==> src/rtl/btn_nav_pkg.sv <==
// btn_nav_pkg: shared FSM encoding, default parameters and address-step helper for btn_nav_ctrl
// Exports: nav_state_e, DEF_* defaults, ADDR_W, nav_next().
package btn_nav_pkg;
  localparam int ADDR_W              = 21;
  localparam int DEF_DATADEPTH       = 16;
  localparam int DEF_DEBOUNCE_CYCLES = 4;
  localparam int DEF_REPEAT_DELAY    = 32;
  localparam int DEF_REPEAT_PERIOD   = 8;
  typedef enum logic [1:0] {IDLE, HOLD, REPEAT, LOCKOUT} nav_state_e;
  // Wrapping step; out-of-range addresses snap to the wrap target.
  function automatic logic [ADDR_W-1:0] nav_next(input logic [ADDR_W-1:0] a, input logic up, input int depth);
    logic [ADDR_W-1:0] last;
    last = ADDR_W'(depth - 1);
    return up ? ((a >= last) ? '0 : a + ADDR_W'(1))
              : ((a == '0 || a > last) ? last : a - ADDR_W'(1));
  endfunction
endpackage

==> src/rtl/btn_debounce.sv <==
// btn_debounce: 2-flop synchronizer followed by a consecutive-sample debouncer
// Ports: btn_clk, rst (async, active-high), btn_raw (async input), level (debounced output).
module btn_debounce import btn_nav_pkg::*; #(
  parameter int DEBOUNCE_CYCLES = DEF_DEBOUNCE_CYCLES
) (
  input  logic btn_clk,
  input  logic rst,
  input  logic btn_raw,
  output logic level
);
  localparam int CW = $clog2(DEBOUNCE_CYCLES + 1);
  logic [1:0]    sync_q, sync_d;
  logic [CW-1:0] cnt_q, cnt_d;
  logic          level_q, level_d;
  always_comb begin
    sync_d  = {sync_q[0], btn_raw};
    level_d = level_q;
    cnt_d   = '0;
    if (sync_q[1] != level_q) begin
      if (cnt_q == CW'(DEBOUNCE_CYCLES - 1)) level_d = ~level_q;
      else cnt_d = cnt_q + CW'(1);
    end
  end
  always_ff @(posedge btn_clk or posedge rst) begin
    if (rst) begin
      sync_q  <= '0;
      cnt_q   <= '0;
      level_q <= 1'b0;
    end else begin
      sync_q  <= sync_d;
      cnt_q   <= cnt_d;
      level_q <= level_d;
    end
  end
  assign level = level_q;
endmodule

==> src/rtl/btn_nav_ctrl.sv <==
// btn_nav_ctrl: up/down button navigator with debounce, auto-repeat and two-button lockout
// Ports: btn_clk, rst (async, active-high), btn_up/btn_dn (raw buttons),
//        address (current entry), operation (step pulse), dir (1=up), held (HOLD/REPEAT).
module btn_nav_ctrl import btn_nav_pkg::*; #(
  parameter int DATADEPTH       = DEF_DATADEPTH,
  parameter int DEBOUNCE_CYCLES = DEF_DEBOUNCE_CYCLES,
  parameter int REPEAT_DELAY    = DEF_REPEAT_DELAY,
  parameter int REPEAT_PERIOD   = DEF_REPEAT_PERIOD
) (
  input  logic              btn_clk,
  input  logic              rst,
  input  logic              btn_up,
  input  logic              btn_dn,
  output logic [ADDR_W-1:0] address,
  output logic              operation,
  output logic              dir,
  output logic              held
);
  localparam int HMAX = (REPEAT_DELAY > REPEAT_PERIOD) ? REPEAT_DELAY : REPEAT_PERIOD;
  localparam int HW   = $clog2(HMAX + 1);
  logic              up_lvl, dn_lvl;
  logic              up_prev_q, dn_prev_q;
  nav_state_e        state_q, state_d;
  logic [HW-1:0]     hcnt_q, hcnt_d;
  logic [ADDR_W-1:0] addr_q, addr_d;
  logic              op_q, op_d, dir_q, dir_d, held_q, held_d;
  logic              step, step_up, act;
  btn_debounce #(.DEBOUNCE_CYCLES(DEBOUNCE_CYCLES)) u_db_up (.btn_clk(btn_clk), .rst(rst), .btn_raw(btn_up), .level(up_lvl));
  btn_debounce #(.DEBOUNCE_CYCLES(DEBOUNCE_CYCLES)) u_db_dn (.btn_clk(btn_clk), .rst(rst), .btn_raw(btn_dn), .level(dn_lvl));
  // dir always holds the direction of the press that entered HOLD, so it names the active button.
  assign act = dir_q ? up_lvl : dn_lvl;
  always_comb begin
    state_d = state_q;
    hcnt_d  = hcnt_q;
    step    = 1'b0;
    step_up = dir_q;
    if (up_lvl && dn_lvl) state_d = LOCKOUT;
    else case (state_q)
      IDLE: begin
        if (up_lvl && !up_prev_q) begin
          step    = 1'b1;
          step_up = 1'b1;
          state_d = HOLD;
          hcnt_d  = '0;
        end else if (dn_lvl && !dn_prev_q) begin
          step    = 1'b1;
          step_up = 1'b0;
          state_d = HOLD;
          hcnt_d  = '0;
        end
      end
      HOLD: begin
        if (!act) state_d = IDLE;
        else if (hcnt_q == HW'(REPEAT_DELAY - 1)) begin
          step    = 1'b1;
          state_d = REPEAT;
          hcnt_d  = '0;
        end else hcnt_d = hcnt_q + HW'(1);
      end
      REPEAT: begin
        if (!act) state_d = IDLE;
        else if (hcnt_q == HW'(REPEAT_PERIOD - 1)) begin
          step   = 1'b1;
          hcnt_d = '0;
        end else hcnt_d = hcnt_q + HW'(1);
      end
      default: state_d = (!up_lvl && !dn_lvl) ? IDLE : LOCKOUT;
    endcase
    addr_d = step ? nav_next(addr_q, step_up, DATADEPTH) : addr_q;
    dir_d  = step ? step_up : dir_q;
    op_d   = step;
    held_d = (state_d == HOLD) || (state_d == REPEAT);
  end
  always_ff @(posedge btn_clk or posedge rst) begin
    if (rst) begin
      state_q   <= IDLE;
      hcnt_q    <= '0;
      addr_q    <= '0;
      op_q      <= 1'b0;
      dir_q     <= 1'b1;
      held_q    <= 1'b0;
      up_prev_q <= 1'b0;
      dn_prev_q <= 1'b0;
    end else begin
      state_q   <= state_d;
      hcnt_q    <= hcnt_d;
      addr_q    <= addr_d;
      op_q      <= op_d;
      dir_q     <= dir_d;
      held_q    <= held_d;
      up_prev_q <= up_lvl;
      dn_prev_q <= dn_lvl;
    end
  end
  assign address   = addr_q;
  assign operation = op_q;
  assign dir       = dir_q;
  assign held      = held_q;
endmodule

==> config.mk <==
export PLATFORM = sky130hd
export DESIGN_NAME = btn_nav_ctrl
export DESIGN_NICKNAME = d
export VERILOG_FILES = /design/src/rtl/btn_nav_pkg.sv /design/src/rtl/btn_debounce.sv /design/src/rtl/btn_nav_ctrl.sv
export SDC_FILE = /design/constraint.sdc
export NUM_CORES = 1
export LEC_CHECK = 0
export BUFFER_PORTS_ARGS = -buffer_cell sky130_fd_sc_hd__buf_4
export CORE_MARGIN = 2
export CORE_UTILIZATION = 60
export CTS_CLUSTER_DIAMETER = 150
export DETAILED_ROUTE_END_ITERATION = 10
export GPL_TIMING_DRIVEN = 0
export HOLD_SLACK_MARGIN = 0.03
export PLACE_DENSITY = 0.85
export SYNTH_ARGS = -nofsm -noshare
export SYNTH_HDL_FRONTEND = slang
export SYNTH_SLANG_ARGS = --single-unit
==> constraint.sdc <==
create_clock -name btn_clk -period 6.4 [get_ports btn_clk]
set_input_delay 0.96 -clock btn_clk [delete_from_list [all_inputs] [get_ports btn_clk]]
set_output_delay 0.96 -clock btn_clk [all_outputs]
set_load 0.05 [all_outputs]
Word-level counts from Yosys, hierarchy flattened --
Index checks and enable logic that the tools add are counted.
Storage, ports and cells: flip-flop bits (word level) 46, output and inout port bits 24, logic and storage cells 88
Cells by class: add/sub/neg operators 5, magnitude comparators 2, equal/unequal tests 13, mux-type cells 35, bitwise gates (word level) 3, reduce and logical (&&, ||, !) cells 16
Operators with widths (number):
- two-way mux 21 bit | 3
- two-way mux 6 bit | 6
- adder 21 x 1 -> 21 bit (second input constant) | 1
- greater-or-equal comparator 21 x 4 -> 1 bit (second input constant) | 1
- greater-than comparator 21 x 4 -> 1 bit (second input constant) | 1
- logical NOT 21 bit | 1
- subtractor 21 x 1 -> 21 bit (second input constant) | 1
- one-hot mux 6 bit (3 select lines) | 1
- two-way mux 2 bit | 7
- two-way mux 1 bit | 12
- two-way mux 3 bit | 4
- adder 3 x 1 -> 3 bit (second input constant) | 2
- adder 6 x 1 -> 6 bit (second input constant) | 1
- equality test 3 x 2 -> 1 bit (second input constant) | 2
- equality test 6 x 3 -> 1 bit (second input constant) | 1
- equality test 6 x 5 -> 1 bit (second input constant) | 1
- one-hot mux 2 bit (3 select lines) | 1
- AND reduction 5 bit | 1
- equality test 2 x 1 -> 1 bit (second input constant) | 2
- equality test 2 bit (second input constant) | 2
- logical AND 1 bit | 4
- logical NOT 1 bit | 4
- inequality test 2 bit (second input constant) | 2
- AND reduction 2 bit | 2
- 7 further kinds | 11

Longest topological paths before layout --
Gate-level depths: netlist of run 1.
word-level depth 8, depth in mapped cells 9, gate-level depth less buffers 8

Cells and area by module --
From an unflattened synthesis of run 1, not the netlist that was laid out.
Second synthesis, totals: cell total of the unflattened synthesis 211, area total of the unflattened synthesis 2338.5 µm²
By module, submodules not included:
- btn_nav_ctrl | instances 1, cells each 183, area an instance 1890.6 µm²
- btn_debounce | instances 2, cells each 14, area an instance 224.0 µm²

Worst setup path after synthesis of run 1 --
Ideal clock, no wire load.
path type reg2reg, from reg addr_q[0], in the netlist address[0], to reg addr_q[2], in the netlist address[2], setup time 73 ps, arrival 1971 ps, path slack 4356 ps, stages on the path, launching flop included 8, buffers on the path 0, cell sequence dfrtp_1 -> ha_1 -> a21oi_1 -> or2_2 -> or3b_1 -> nor3_1 -> o22ai_1 -> a21oi_2
Between the ends: cells in the longest elaborated chain, start to end 4
RTL lines:
- start: declaration | RTL line btn_nav_ctrl.sv:25 | logic [ADDR_W-1:0] addr_q, addr_d;
- start signal: assignment | RTL line btn_nav_ctrl.sv:87 | addr_q <= addr_d;
- greater-than comparator 21 x 4 -> 1 bit or logical NOT 21 bit (tied branches) | RTL line btn_nav_pkg.sv:15 | : ((a == '0 || a > last) ? last : a - ADDR_W'(1));
- logical OR 1 bit | RTL line btn_nav_pkg.sv:15
- two-way mux 21 bit | RTL line btn_nav_pkg.sv:15
- two-way mux 21 bit * | RTL line btn_nav_pkg.sv:14 | return up ? ((a >= last) ? '0 : a + ADDR_W'(1))
Mark *: on every way between the ends. The rest lies on a longest branch, timed or not. A chain may end at the register's enable or synchronous reset.

Final worst setup path of run 1 --
from reg state_q[0], to reg addr_q[12], in the netlist address[12]
Between the ends: cells in the longest elaborated chain, start to end 4
RTL lines:
- start: declaration | RTL line btn_nav_ctrl.sv:23 | nav_state_e state_q, state_d;
- start signal: assignment | RTL line btn_nav_ctrl.sv:85 | state_q <= state_d;
- logical NOT 2 bit | RTL line btn_nav_ctrl.sv:38 | else case (state_q)
- two-way mux 1 bit | RTL line btn_nav_ctrl.sv:38
- two-way mux 1 bit | RTL line btn_nav_ctrl.sv:37 | if (up_lvl && dn_lvl) state_d = LOCKOUT;
- two-way mux 21 bit | RTL line btn_nav_pkg.sv:14
Several ways; a longest one is shown, not always the timed one.

==> impl_summary.log, run 1 <==
INFO  metric run_status = finished, final reports clean
INFO  metric criticalPathCategory = reg2reg
INFO  metric synth_mux_area_share = 1.361%
INFO  metric worst-path-stages = 7
INFO  metric critPathSlowestCell = a21boi_2
INFO  metric first_global_vias = 1723
INFO  metric critical-path-top-delay-family = compound AO/OA/AOI/OAI gates
INFO  metric post_synth_and_or_nand_nor_area_fraction = 21.73%
INFO  metric post-route-period-util = 36.49%
INFO  metric htreeDepth = 2
INFO  metric cts_sinks = 46
INFO  metric cts_hold_repair.buffers = 0
INFO  metric register_to_register_path_depth = 7
INFO  metric postSynthCellCount = 237
INFO  metric grt.overflow.total = 0
INFO  metric wl_met2 = 2.199 mm
INFO  metric max-clock-path-buffers = 2
INFO  metric final_max_slew_viol_count = 0
INFO  metric initial_utilization = 63.84%
INFO  metric tightest_slew = 0.4783 ns
INFO  metric timing.max_cap.violations = 0
INFO  metric report.final.hold_viol_count = 0
INFO  metric yosysTopAreaCell = dfrtp_1
INFO  metric antenna_violating_nets_post_route = 0
INFO  metric place_inst = 313
INFO  metric rows = 22
INFO  metric met3RoutedLength = 253 um
INFO  metric grt_first_pass_wirelength = 7.900 mm
INFO  metric crit_chain = inv_1, ha_1, nand2b_1, o22a_1, o41ai_4, a21boi_2, nor2_1
INFO  metric period_needed = 2.335 ns
INFO  metric detailroute.via_count = 1884
INFO  metric synthMostInstantiatedCell = dfrtp_1
INFO  metric nNetsFinal = 287
INFO  metric cts_tree = built
INFO  metric min_path_cells = 0
INFO  metric drive_gt1_share = 20.15%
INFO  metric final.hold.worst_slack = 0.3543 ns
INFO  metric top_layer = met4
INFO  metric dominant_combinational_cell_family_by_area_after_synthesis = simple AND/OR/NAND/NOR gates
INFO  metric synth_adder_area_share = 5.759%
INFO  metric critical_path_at = 2.51 ns
INFO  metric total_of_endpoints_with_negative_setup_slack_in_the_final_report = 0
INFO  metric synth-main-ff-cell = dfrtp_1
INFO  metric netlist_area_before_placement = 2390 um2
INFO  metric synth.net_count = 252
INFO  metric post-dp-hpwl = 3.321 mm
INFO  metric finalClockSkew = 0.009322 ns
INFO  metric grt_antenna_before_repair = 0
INFO  metric dieArea = 4504 um2
INFO  metric m1_wire_length = 2.114 mm
INFO  metric ys_top_cells_by_count = 45 x dfrtp_1, 30 x nor2_1, 18 x nand2_1
INFO  metric slew_hr = 68.11%
INFO  metric largest_stage_delay_worst_path = 0.48 ns
INFO  metric synth_compound_area_share = 17.02%
INFO  metric firstDrtPassIters = 4
INFO  metric rsz0062_at_grt = no
INFO  metric synth.top_cells.by_area = dfrtp_1 47%, ha_1 5.8%, nor2_1 4.7%, nand2_1 2.8%, o21a_1 2.8%
INFO  metric cts-root-buf = clkbuf_8
INFO  metric finish.utilization = 74.33%
INFO  metric portBuffers = 27
INFO  metric postSynthRegisterBits = 46
INFO  metric 1st_iter_drt_viols = 131
INFO  metric postCtsSetupBuffers = 0
INFO  metric globalRouteTotalUtil = 23.57%
INFO  metric layout.cells.non_filler = 321
INFO  metric hold_path.startpoint = u_db_dn.sync_q[0]
INFO  metric core_region = 3744 um2
INFO  metric worst_skew_pair.late_latency = 0.31 ns
INFO  metric post_cts.resized_instances = 0
INFO  metric yosys_warnings = 0
INFO  metric critical_path.reg2reg.startpoint = state_q[0]
INFO  metric crit_startpoint = state_q[0]
INFO  metric max_clock_freq = 428.2 MHz
INFO  metric area_delta_synth_final = 16.44%
INFO  metric worst-path-buf-inv = 1
INFO  metric average_cell_area_after_synthesis = 10.08 um2
INFO  metric antenna_cells = 0
INFO  metric grt_max_degree = 27
INFO  metric synth_cell_types = 52
INFO  metric worst-endpoint-required = 6.57 ns
INFO  metric synth_enable_flop_cells = 0
INFO  metric setup.worst_path.start_class = flip-flop
INFO  metric route.detailed.wl_per_inst = 14.54 um
INFO  metric chipHeight = 67.11 um
INFO  metric worst_setup_hold_path_clk_slew = 0.08 ns
INFO  metric wirelength = 4.666 mm
INFO  metric cts_buffers = 5
INFO  metric worstPathMaxFanout = 9
INFO  metric setup_total_negative_slack = 0 ns
INFO  metric yosysTopAreaCellShare = 47.12%
INFO  metric setup.worst_path.end_class = flip-flop
INFO  metric drt-vias-per-instance = 5.869
INFO  metric die_w = 67.11 um
INFO  metric ios = 28
INFO  metric synth_async_sr_flop_share = 100.0%
INFO  metric post-route-drc-count = 0
INFO  metric gp_routability_congestion = 0.9074
INFO  metric min-delay-path-class = reg2reg
INFO  metric yosys.area_share.xor_xnor = 2.199%
INFO  metric yosysSeqAreaShare = 48.22%
[per-stage QoR]
step / setup slack, ns / cell area, um2
4_1_cts: 4.064 / 2783
6_report: 4.065 / 2783
3_3_place_gp: 3.802 / 2653
5_1_grt: 3.865 / 2783
3_5_place_dp: 4.076 / 2673
2_1_floorplan: 4.354 / 2390
[registers in the layout (all words and copies together), names as in the netlist]
| signal | count |
|---|---|
| u_db_dn.cnt_q | 3 |
| u_db_up.level | 1 |
| dir | 1 |
| held | 1 |
| u_db_up.sync_q | 2 |
| operation | 1 |
| up_prev_q | 1 |
| hcnt_q | 6 |
| address | 21 |
| state_q | 2 |
| u_db_dn.sync_q | 2 |
| u_db_up.cnt_q | 3 |
| u_db_dn.level | 1 |
| dn_prev_q | 1 |
[area by class of cell]
type	instances	area, um2
clock inverter	2	37.54
sequential	46	1152
tap	48	60.06
fill	273	960.9
multi-input combinational	173	1149
buffer	8	51.30
clock buffer	6	72.57
timing repair buffer	28	222.7
inverter	10	37.54
[cell families (layout without fill, tap and decap cells)]
| kind of cell | count (synthesis) | count (layout) |
|---|---|---|
| AO/OA/AOI/OAI | 54 | 54 |
| XOR/XNOR | 6 | 6 |
| adder cells (fa/ha/maj) | 11 | 11 |
| buffers and inverters | 18 | 54 |
| flip-flops | 46 | 46 |
| multiplexers | 3 | 3 |
| AND/OR/NAND/NOR | 99 | 99 |
[layout by cell type (no fill, tap or decap), types with 2 or more instances in the layout]
cell type   n
nor4_1      5
inv_1       9
clkbuf_8    5
dfrtp_1    45
o21a_1      9
a22o_1      2
o21ai_0    13
or3_1       2
buf_6       2
nand2_1    18
a211oi_1    2
nor3b_1     6
and2_1      2
a21o_1      3
nand3_1    11
buf_4      27
a21boi_2    2
nor2b_1     6
nand2b_1    5
o22ai_1     3
a21oi_1     7
nor3_1      4
nor2_1     30
clkbuf_1    2
xnor2_1     5
mux2_2      2
ha_1       11
buf_2       5
[final timing paths]
path | end | slack (ns)
max | address[12] | 4.06
min | u_db_dn.sync_q[1] | 0.35
max reg2reg | address[12] | 4.06
min reg2reg | u_db_dn.sync_q[1] | 0.35
max in group asynchronous | dir | 5.17
min in group asynchronous | u_db_up.cnt_q[1] | 0.66
[metal layers]
layer | vias to the layer above | track usage (%)
met5 | - | 0
met1 | 905 | 31.97
met4 | 0 | 10.71
met2 | 69 | 36.01
met3 | 11 | 5.405
li1 | 899 | -
Power of run 1 is left out: the tool's default activity adds up to more than one toggle a clock period on the data nets, which glitch-free logic cannot reach.
==> run 2: changes to the inputs <==
- CORE_UTILIZATION: 60 -> 58
- PLACE_DENSITY: 0.85 -> 0.82
- clock period: 6.4 -> 2.2 ns (I/O delays scaled with it)
==> run 2 against run 1 <==
Against the previous run: maximum frequency up 13%; clock-buffer cell count unchanged; routed wire length up 0.86%; worst setup slack worse by 3.9 ns; flip-flop and latch count unchanged; non-clock buffer count up 7; critical path type unchanged.
==> impl_summary.log, run 2 (same netlist as run 1, synthesis figures left out) <==
INFO  metric hold_path.startpoint = btn_dn
INFO  metric final_cell_area = 2905 um2
INFO  metric drive_gt1_share = 24.29%
INFO  metric r2r-end = address[3]
INFO  metric grt_first_pass_wirelength = 7.928 mm
INFO  metric route.detailed.wl_per_inst = 14.26 um
INFO  metric worstPathMaxFanout = 7
INFO  metric largest_register_ff_count = 21
INFO  metric drt-vias-per-instance = 5.558
INFO  metric core_region = 3971 um2
INFO  metric crit_chain = inv_1, ha_2, a21boi_2, a311oi_4, a21o_1, a21boi_1, or3_1, nand3_1
INFO  metric max_clock_freq = 482.1 MHz
INFO  metric grt.overflow.total = 0
INFO  metric register_to_register_path_depth = 8
INFO  metric post-route-period-util = 94.28%
INFO  metric setup.worst_path.end_class = flip-flop
INFO  metric first_global_vias = 1710
INFO  metric largest_stage_delay_worst_path = 0.46 ns
INFO  metric criticalPathCategory = reg2reg
INFO  metric globalRouteTotalUtil = 23.33%
INFO  metric critical-path-top-delay-family = compound AO/OA/AOI/OAI gates
INFO  metric 1st_iter_drt_viols = 128
INFO  metric min_path_cells = 1
INFO  metric rows = 23
INFO  metric initial_utilization = 60.18%
INFO  metric critical_path_at = 2.31 ns
INFO  metric timing.max_cap.violations = 0
INFO  metric nNetsFinal = 294
INFO  metric area_delta_synth_final = 21.57%
INFO  metric dieArea = 4650 um2
INFO  metric period_needed = 2.074 ns
INFO  metric firstDrtPassIters = 4
INFO  metric slew_hr = 74.40%
INFO  metric worst-endpoint-required = 2.43 ns
INFO  metric most_common_cell_after_layout_fill_and_taps_aside = dfrtp_1
INFO  metric wirelength = 4.706 mm
INFO  metric max-clock-path-buffers = 2
INFO  metric whs_endpoint = u_db_dn.sync_q[0]
INFO  metric ios = 28
INFO  metric gp_routability_congestion = 0.8934
INFO  metric setup.worst_path.start_class = flip-flop
INFO  metric dpl-instance-area = 2675 um2
INFO  metric grt_antenna_before_repair = 0
INFO  metric cts_buffers = 5
INFO  metric worst-path-buf-inv = 1
INFO  metric portBuffers = 27
INFO  metric die_w = 68.19 um
INFO  metric setup.reg_to_reg.worst_slack = 0.13 ns
INFO  metric total_of_endpoints_with_negative_setup_slack_in_the_final_report = 0
INFO  metric worst_skew_pair.late_latency = 0.29 ns
INFO  metric top_library_cells_by_usage_in_the_layout_fill_and_taps_aside = 44 x dfrtp_1, 33 x buf_4, 30 x nor2_1
INFO  metric cts_tree = built
INFO  metric grt_max_degree = 45
INFO  metric worst_setup_hold_path_clk_slew = 0.08 ns
INFO  metric post-route-drc-count = 0
INFO  metric critPathSlowestCell = dfrtp_2
INFO  metric chipHeight = 68.19 um
INFO  metric cts-root-buf = clkbuf_8
INFO  metric detailroute.via_count = 1834
INFO  metric min-delay-path-class = in2reg
INFO  metric fill_cells = 283
INFO  metric critical_path.reg2reg.startpoint = state_q[1]
INFO  metric htreeDepth = 2
INFO  metric tightest_slew = 0.3733 ns
INFO  metric report.final.hold_viol_count = 0
INFO  metric post-dp-hpwl = 3.233 mm
INFO  metric run_status = finished, final reports clean
INFO  metric cts_sinks = 46
INFO  metric finalClockSkew = 0.003078 ns
INFO  metric final_max_slew_viol_count = 0
INFO  metric antenna_cells = 0
INFO  metric antenna_violating_nets_post_route = 0
run 2: through the flow:
step / cells / TNS, ns / setup slack [ns] / utilization (%) / hold WS (ns)
floorplan: 237 / 0 / 0.1562 / - / 0.3312
global placement: 314 / -0.9979 / -0.1054 / 66.86 / 0.3347
detailed placement: 315 / -1.297 / -0.1595 / 67.36 / 0.2020
CTS: 326 / 0 / 0.007745 / 71.77 / 0.1271
global route: 330 / -0.01354 / -0.01354 / 73.16 / 0.1118
finish: 330 / 0 / 0.1258 / 73.16 / 0.1364
run 2: routing by layer:
layer	track usage, %	up-vias	share of wire, %
li1	-	908	-
met1	30.24	880	46
met2	38.35	39	49
met3	5.757	7	4.0
met4	7.750	0	1.1
met5	0	-	0
run 2: worst max-delay path by stage:
stage	startpoint	end	slack (ns)	cells past startpoint
after floorplan	address[0]	address[2]	0.16	7
after global placement	state_q[0]	address[8]	-0.11	7
after detailed placement	state_q[0]	address[8]	-0.16	7
after CTS	state_q[0]	address[3]	0.008	9
after global routing	state_q[1]	address[3]	-0.01	8
final	state_q[1]	address[3]	0.13	8
run 2: repair_timing:
item | CTS | global route
endpoints found under the setup margin | 19 | 21
gates resized for setup | 1 | 7
hold endpoints to repair | 2 | 0
hold buffers | 1 | 0
buffers inserted | 2 | 4
pin swaps | 2 | 3
run 2: final cells by class:
| class | count | area [um2] | share of cell area [%] |
|---|---|---|---|
| plain buffers | 8 | 51.30 | 1.766 |
| multi-input cells | 173 | 1180 | 40.61 |
| clock buffers | 6 | 82.58 | 2.842 |
| repair buffers | 35 | 277.8 | 9.561 |
| inverters | 10 | 37.54 | 1.292 |
| flip-flops and latches | 46 | 1154 | 39.71 |
| well taps | 50 | 62.56 | 2.153 |
| clock inverters | 2 | 60.06 | 2.067 |
Power of run 2 is left out for the same reason.
==> run 3: changes to the inputs <==
- BUFFER_PORTS_ARGS: -buffer_cell sky130_fd_sc_hd__buf_4 -> default
- CORE_UTILIZATION: 58 -> 35
- DONT_BUFFER_PORTS: default -> 1
- PLACE_DENSITY: 0.82 -> 0.52
==> run 3 against run 2 <==
Against the previous run: clock skew is 0.0071 ns higher; routed wire length grew 0.40%; first-iteration DRC count down 34%; sequential share of layout area rose by 1.9 points; design area down 3.0%; final cell count up 2.4%; maximum frequency down 0.94%; hold slack lost 0.086 ns.
==> impl_summary.log, run 3 (same netlist as run 1, synthesis figures left out) <==
INFO  metric die_w = 86.63 um
INFO  metric dieArea = 7505 um2
INFO  metric setup.worst_path.start_class = flip-flop
INFO  metric max-clock-path-buffers = 2
INFO  metric run_status = finished, final reports clean
INFO  metric hold_path.startpoint = btn_dn
INFO  metric area_delta_synth_final = 17.96%
INFO  metric globalRouteTotalUtil = 13.84%
INFO  metric rows = 30
INFO  metric period_needed = 2.094 ns
INFO  metric ios = 28
INFO  metric worst-endpoint-required = 2.43 ns
INFO  metric antenna_violating_nets_post_route = 0
INFO  metric worst_skew_pair.late_latency = 0.30 ns
INFO  metric fill_cells = 656
INFO  metric route.detailed.wl_per_inst = 13.98 um
INFO  metric grt_max_degree = 27
INFO  metric critical_path.reg2reg.startpoint = state_q[0]
INFO  metric tightest_slew = 0.5803 ns
INFO  metric gp_routability_congestion = 0.7709
INFO  metric total_of_endpoints_with_negative_setup_slack_in_the_final_report = 0
INFO  metric nNetsFinal = 272
INFO  metric chipHeight = 86.63 um
INFO  metric criticalPathCategory = reg2reg
INFO  metric timing.max_cap.violations = 0
INFO  metric min-delay-path-class = in2reg
INFO  metric finalClockSkew = 0.01013 ns
INFO  metric first_global_vias = 1724
INFO  metric grt_first_pass_wirelength = 8.217 mm
INFO  metric antenna_cells = 0
INFO  metric grt.overflow.total = 0
INFO  metric core_region = 6681 um2
INFO  metric setup.worst_path.end_class = flip-flop
INFO  metric post-route-period-util = 95.18%
INFO  metric min_path_cells = 0
INFO  metric cts_sinks = 46
INFO  metric largest_register_ff_count = 21
INFO  metric r2r-end = address[3]
INFO  metric wirelength = 4.725 mm
INFO  metric layout.cells.non_filler = 338
INFO  metric report.final.hold_viol_count = 0
INFO  metric rsz0062_at_grt = no
INFO  metric max_clock_freq = 477.6 MHz
INFO  metric drt-vias-per-instance = 5.157
INFO  metric grt_antenna_before_repair = 0
INFO  metric initial_utilization = 35.77%
INFO  metric critical_path_at = 2.32 ns
INFO  metric top_library_cells_by_usage_in_the_layout_fill_and_taps_aside = 30 x nor2_1, 30 x dfrtp_1, 18 x nand2_1
INFO  metric 1st_iter_drt_viols = 85
INFO  metric htreeDepth = 2
INFO  metric slew_hr = 61.31%
INFO  metric post-route-drc-count = 0
INFO  metric cts-root-buf = clkbuf_8
INFO  metric worst_setup_hold_path_clk_slew = 0.09 ns
INFO  metric register_to_register_path_depth = 9
INFO  metric final_max_slew_viol_count = 0
INFO  metric post-dp-hpwl = 3.294 mm
INFO  metric portBuffers = 0
INFO  metric detailroute.via_count = 1743
INFO  metric worstPathMaxFanout = 4
INFO  metric cts_tree = built
INFO  metric firstDrtPassIters = 6
INFO  metric drive_gt1_share = 25.19%
INFO  metric setup.reg_to_reg.worst_slack = 0.11 ns
INFO  metric cts_buffers = 5
INFO  metric whs_endpoint = u_db_dn.sync_q[0]
INFO  metric place_inst = 318
INFO  metric final.hold.worst_slack = 0.04998 ns
run 3: cell count changes in the layout (fill, tap and decap cells not counted), sizes merged:
cell	previous run	this run
clkinv	0	1
buf	41	18
run 3: worst max path at each step:
stage                              from     endpoint  depth (start not counted)
final                        state_q[0]   address[3]                          9
after global routing      u_db_dn.level   address[3]                          8
after CTS                    address[2]  address[14]                          7
after detailed placement     state_q[0]  address[18]                          7
after global placement       state_q[0]  address[16]                          7
after floorplan              address[0]   address[2]                          7
run 3: stage by stage:
stage	setup WS [ns]	util, %	TNS, ns	instance area, um2
2_1_floorplan	0.1562	-	0	2390
3_3_place_gp	-0.1611	37.27	-2.263	2490
3_5_place_dp	-0.1402	37.57	-1.565	2510
4_1_cts	0.001204	40.37	0	2698
5_1_grt	0.001850	42.19	0	2819
6_report	0.1061	42.19	0	2819
run 3: layer usage:
| metal | track usage (%) | vias up | wire [um] |
|---|---|---|---|
| li1 | - | 865 | - |
| met1 | 18.46 | 835 | 2236 |
| met2 | 21.05 | 36 | 2129 |
| met3 | 4.762 | 7 | 293 |
| met4 | 4.688 | 0 | 66 |
| met5 | 0 | - | 0 |
run 3: worst max-delay path: stages, from the launching register on:
cell and delay, ns:
dfrtp_1 0.43, inv_2 0.13, ha_4 0.16, nand2b_1 0.06
o22a_1 0.22, o41ai_4 0.44, buf_4 0.19, nor2_1 0.03
or3_1 0.30, nand3_1 0.08
run 3: area by class of cell:
type | count | area, um2 | share of cell area (%)
plain buffers | 8 | 51.30 | 1.820
clock buffers | 5 | 68.82 | 2.441
clock inverters | 3 | 68.82 | 2.441
flip-flops and latches | 46 | 1174 | 41.63
multi-input cells | 173 | 1209 | 42.88
inverters | 10 | 37.54 | 1.332
repair buffers | 13 | 110.1 | 3.906
well taps | 80 | 100.1 | 3.551
run 3: timing repair:
item	CTS	global route
hold buffers	1	0
setup buffers	3	8
hold endpoints to repair	20	0
pin swaps	2	3
endpoints found under the setup margin	20	20
cloned	0	0
resized for setup	9	19
Power of run 3 is left out for the same reason.
